## config.mk

```make
export PLATFORM = sky130hd
export DESIGN_NAME = reg_file16
export DESIGN_NICKNAME = d
export VERILOG_FILES = /design/src/rtl/reg_file16.sv
export SDC_FILE = /design/constraint.sdc
export NUM_CORES = 1
export LEC_CHECK = 0
export ABC_AREA = 0
export BUFFER_PORTS_ARGS = -buffer_cell sky130_fd_sc_hd__buf_2
export CORE_MARGIN = 1
export CORE_UTILIZATION = 40
export CTS_BUF_LIST = sky130_fd_sc_hd__clkbuf_4 sky130_fd_sc_hd__clkbuf_8 sky130_fd_sc_hd__clkbuf_16
export CTS_CLUSTER_DIAMETER = 150
export DETAILED_ROUTE_END_ITERATION = 10
export PLACE_DENSITY = 0.64
export SKIP_LAST_GASP = 1
export SYNTH_ARGS = -nofsm -noshare
export SYNTH_HDL_FRONTEND = slang
export SYNTH_SLANG_ARGS = --single-unit
```

## constraint.sdc

```tcl
create_clock -name CLK -period 24.4 [get_ports CLK]
set_input_delay 2.44 -clock CLK [delete_from_list [all_inputs] [get_ports CLK]]
set_output_delay 2.44 -clock CLK [all_outputs]
set_load 0.1 [all_outputs]
```

## src/rtl/reg_file16.sv

```systemverilog
// 16 x 16-bit register file: one write port, two registered read ports, r0 hardwired to zero.
// Define REGFILE_BYPASS_EN for write-first reads on a same-edge collision (read-first otherwise).
module reg_file16 #(
  parameter int WIDTH  = 16,
  parameter int ADDR_W = 4
) (
  input  logic              CLK,
  input  logic              RST,
  input  logic              WE,
  input  logic [ADDR_W-1:0] WA,
  input  logic [WIDTH-1:0]  WD,
  input  logic [ADDR_W-1:0] RA1,
  input  logic [ADDR_W-1:0] RA2,
  input  logic              HOLD,
  output logic [WIDTH-1:0]  RD1,
  output logic [WIDTH-1:0]  RD2
);

  localparam int DEPTH = 2 ** ADDR_W;

  logic [WIDTH-1:0] regs [DEPTH];
  logic             write_ok;
  logic [WIDTH-1:0] rd1_next;
  logic [WIDTH-1:0] rd2_next;

  assign write_ok = WE && (WA != '0);

  // Stored value at an address, with r0 forced to zero regardless of array contents.
  function automatic logic [WIDTH-1:0] stored(input logic [ADDR_W-1:0] addr);
    return (addr == '0) ? '0 : regs[addr];
  endfunction

`ifdef REGFILE_BYPASS_EN
  assign rd1_next = (write_ok && (RA1 == WA)) ? WD : stored(RA1);
  assign rd2_next = (write_ok && (RA2 == WA)) ? WD : stored(RA2);
`else
  assign rd1_next = stored(RA1);
  assign rd2_next = stored(RA2);
`endif

  always_ff @(posedge CLK or posedge RST) begin
    if (RST) begin
      for (int i = 0; i < DEPTH; i++) begin
        regs[i] <= '0;
      end
      RD1 <= '0;
      RD2 <= '0;
    end else begin
      if (write_ok) begin
        regs[WA] <= WD;
      end
      // Stall freezes only the read outputs; the write port keeps running.
      if (!HOLD) begin
        RD1 <= rd1_next;
        RD2 <= rd2_next;
      end
    end
  end

endmodule
```

# After elaboration in Yosys (flattened, before gate mapping)
# Cells that the tools add are included.
# totals
reg_bits	288
in_bits	32
output_inout_bits	32
wordCells	41
# classes
n_lt_le_gt_ge	4
muxes	11
bitwise	3
reduce_logical	5
# ops
cell	count
$bwmux 256	1
$bmux 16 s4	2
$mux 16	7
$demux 16 s4	1
$ge 5x5->1 const B	3
$not 4->5	3
$logic_not 4->1	2
$lt 5x1->1 const B	1
$reduce_bool 4->1	1
$logic_and 1x1->1	2

# Logic depth before layout (Yosys ltp)
# depth
depth_word	6
depth_mapped	7
mapped_depth_nobuf	4

# Least setup slack after synthesis
# Ideal clock, no wire load.
# synth_timing
path_kind	input port to flip-flop
from	input RA1[2]
to	register RD1[0]
setup_ps	126
t_arrival_ps	3936
setup_slack_ps	20337
stages	6
n_path_buf	3
path_cell_list	clkbuf_1 -> buf_2 -> buf_2 -> mux4_2 -> mux2_2 -> a221o_1
# synth_via
elab_chain_cells	5
word_cells_on_any_way	6
cone_classes	4 x mux; 1 x bitwise; 1 x reduce/logical
# synth_rtl
item	line_no	source
start, declared	12	input logic [ADDR_W-1:0] RA1,
$not 4->5 (implied by the code)	30	return (addr == '0) ? '0 : regs[addr];
$bmux 16 s4	30	
$mux 16 (implied by the code) (2 in series)	30	
$mux 16 (*)	30	
end signal, assigned	54	RD1 <= rd1_next;
end, declared	15	output logic [WIDTH-1:0] RD1,
# Every way passes the cells marked *; elsewhere a longest branch is shown, timed or not. The select of a mux whose other input is x is not followed.
# A chain may end at the register's enable or synchronous reset.

# Final worst setup path
# layout_timing
from	input RA2[2]
to	register RD2[1]
# layout_via
elab_chain_cells	5
word_cells_on_any_way	6
cone_classes	4 x mux; 1 x bitwise; 1 x reduce/logical
# layout_rtl
item	line_no	source
start, declared	13	input logic [ADDR_W-1:0] RA2,
$not 4->5 (implied by the code)	30	
$bmux 16 s4	30	
$mux 16 (implied by the code) (2 in series)	30	
$mux 16 (*)	30	
end signal, assigned	55	RD2 <= rd2_next;
end, declared	16	output logic [WIDTH-1:0] RD2
# Marks and branches as above.

==> results.sh <==
export IMPL_hp_class="reg2reg"
export IMPL_crit_fanout=62
export IMPL_cts_setup_buffers=0
export IMPL_p_total_w=0.00148
export IMPL_setup_slack_ns=19.92
export IMPL_rsz0062_at_grt="false"
export IMPL_drc=0
export IMPL_yosys_area_top_type="dfrtp_1"
export IMPL_synth_seq_cells=288
export IMPL_dieArea_um2=37700
export IMPL_fin_nets=1068
export IMPL_coreArea_um2=36500
export IMPL_fmax_mhz=223
export IMPL_fin_worst_skew_ns=0.0108
export IMPL_power_leakage_nw=7.25
export IMPL_finalCritPeriodShare_pct=18.4
export IMPL_syn_area_per_cell_um2=14.5
export IMPL_power_frac_seq_pct=44.8
export IMPL_postRouteWirelength_um=39700
export IMPL_cp_arrival_ns=4.93
export IMPL_yosysTopAreaCellShare_pct=48.7
export IMPL_place_congestion=0.803
export IMPL_drtIter0Drc=601
export IMPL_reg2reg_slack_ns=22.76
export IMPL_finalHoldViolations=0
export IMPL_synth_area_um2=14800
export IMPL_grt_max_degree=158
export IMPL_dp_hpwl_um=23700
export IMPL_cp_end_kind="register"
export IMPL_path_clk_slew_ns=0.06
export IMPL_via_count=9202
export IMPL_die_w_um=194
export IMPL_max_slew_margin_pct=23.0
export IMPL_start_util_pct=40.5
export IMPL_grt_pass1_vias=9761
export IMPL_area_growth_pct=11.1
export IMPL_synthDistinctLibCells=24
export IMPL_synthTopCellsByArea="dfrtp_1 (49%), mux2_2 (21%), mux4_2 (10%)"
export IMPL_cts_max_path_buffers=3
export IMPL_synth_nets=1054
export IMPL_wire_per_inst_um=26.0
export IMPL_clockRootBuffer="clkbuf_16"
export IMPL_layout_cells_non_filler=1527
export IMPL_min_period_ns=4.48
export IMPL_cts_tree="yes"
export IMPL_clkSinkCount=288
export IMPL_htree_levels=1
export IMPL_ioPinCount=64
export IMPL_overflow=0
export IMPL_die_h_um=194
export IMPL_required_ns=24.85
export IMPL_ctsHoldBuffers=0
export IMPL_io_buffers=63
export IMPL_clkPwrFrac_pct=30.6
export IMPL_antenna_found_initial=3
export IMPL_row_count=70
export IMPL_clock_latency_ns=0.56
export IMPL_vdd_drop_max_mv=0.0532
export IMPL_cp_endpoint="RD2[1]$_DFFE_PP0N_"
export IMPL_first_pass_iters=5
export IMPL_worst_pin_slew_ns=1.16
export IMPL_cts_resized=0
export IMPL_cts_buffers=31
export IMPL_rr_endpoint="RD2[10]$_DFFE_PP0N_"
export IMPL_synth_seq_area_share_pct=48.7
export IMPL_switching_share_pct=31.1
export IMPL_setup_viol=0
export IMPL_drive_above_1_share_pct=46.7
export IMPL_maxCapViolCount=0
export IMPL_grt_first_pass_wirelength_um=61600
export IMPL_drt_vias_per_instance=6.03
export IMPL_pwr_share_comb_pct=24.6
export IMPL_grt_usage_pct=21.5
export IMPL_worstReg2RegStart="regs[138]$_DFFE_PP0P_"
export IMPL_fill_cells=3182
export IMPL_critical_path_class="in2reg"
export IMPL_internal_power_w=0.00102
export IMPL_syn_inst=1022
export IMPL_p_sw_w=0.000460
export IMPL_status="finished, final reports clean"
export IMPL_drtAntennaViolNets=0
export IMPL_place_ws_ns=19.31
export IMPL_reg2reg_depth=3
export IMPL_dp_cells=1471
export IMPL_yosys_warnings=0
export IMPL_critPathLaunch="RA2[2]"
export IMPL_setup_tns_ns=0
export IMPL_crit_path_start_kind="primary input"
export IMPL_drv_slew=0
export IMPL_power_density_nw_per_um2=89.8
## how the worst min path moves through the flow
stage                                       end                  start  depth (start not counted)  slack (ns)
after detailed placement  regs[240]$_DFFE_PP0P_  regs[240]$_DFFE_PP0P_                          0        0.37
final                     regs[240]$_DFFE_PP0P_  regs[240]$_DFFE_PP0P_                          0        0.38
after floorplan           regs[240]$_DFFE_PP0P_  regs[240]$_DFFE_PP0P_                          1        0.42
after global routing      regs[249]$_DFFE_PP0P_  regs[249]$_DFFE_PP0P_                          0        0.41
after global placement    regs[255]$_DFFE_PP0P_  regs[255]$_DFFE_PP0P_                          0        0.36
after CTS                 regs[240]$_DFFE_PP0P_  regs[240]$_DFFE_PP0P_                          0        0.38
## critical path, stage by stage
cell and delay (ns):
buf_4 0.46, buf_4 0.91, mux4_2 0.42, mux2_2 0.29, a221o_1 0.31
## cell type report
cell class                 count  area [µm²]  area share [%]
antenna                        1        2.50          0.0152
clock buffer                  47         933            5.68
clock inverter                 8        42.5           0.259
inverter                       1        11.3          0.0685
multi-input combinational    626        7130            43.4
sequential                   288        7210            43.9
tap                          468         586            3.56
timing repair buffer          88         520            3.17
## power by group through the flow
stage | Sequential, W | Combinational (W) | Clock (W)
2_1_floorplan | 0.000719 | 0.000224 | 0
3_3_place_gp | 0.000662 | 0.000357 | 0
3_5_place_dp | 0.000667 | 0.000365 | 0
4_1_cts | 0.000660 | 0.000365 | 0.000462
5_1_grt | 0.000675 | 0.000387 | 0.000480
6_report | 0.000661 | 0.000363 | 0.000452
## cells by family (layout without fill, tap and decap cells)
family	Yosys count	count (layout)	synth area share [%]
AOI/OAI and AO/OA	94	94	5.33
muxes	460	460	39.0
other	0	1	0
buffers and inverters	108	144	3.29
DFF	288	288	48.7
and+or+nand+nor	72	72	3.61
## placed cells by master, fill, tap and decap left out, types with 3 or more instances in the layout
master,Yosys,final
mux4_2,66,66
nor2b_1,4,4
mux2_2,272,272
clkinv_2,0,7
mux2i_1,122,122
nand3b_1,3,3
nand2b_1,5,5
nor3_1,6,4
clkbuf_8,0,6
buf_2,41,61
clkbuf_16,0,31
a22oi_1,60,60
or3_1,3,3
and4b_1,30,30
a221o_1,32,32
buf_4,0,26
nor3b_1,3,3
dfrtp_1,288,288
clkbuf_4,0,10
nor2_2,0,10
## flip-flops by register name (all words and copies together) (netlist names)
signal and count:
RD2 16, RD1 16, regs 256
## per-stage QoR
stage          cell area, µm²  util [%]  hold WS (ns)
2_1_floorplan           14800         -         0.425
3_3_place_gp            15500      42.3         0.361
3_5_place_dp            15500      42.3         0.367
4_1_cts                 16400      45.0         0.381
5_1_grt                 16400      45.0         0.406
6_report                16400      45.0         0.382
## synth_stat cells
library cell and n:
buf_6 4, nor2b_1 4, a221oi_1 2, nor3_1 6
and2b_1 2, nand2b_1 5, or3_1 3, buf_2 41
a221o_1 32, mux4_2 66, nor2_1 11, nand2_1 1
mux2_2 272, clkbuf_1 62, inv_1 1, nand3b_1 3
and3_1 1, nor3b_1 3, nand3_1 1, dfrtp_1 288
and2_1 2, a22oi_1 60, and4b_1 30, mux2i_1 122
## per-layer routing
metal	routed length, µm	track usage (%)
met1	17300	28.4
met2	19700	36.2
met3	1640	3.03
met4	1130	7.14
met5	9	0
Note: power is estimated with default switching activity, not from simulation.
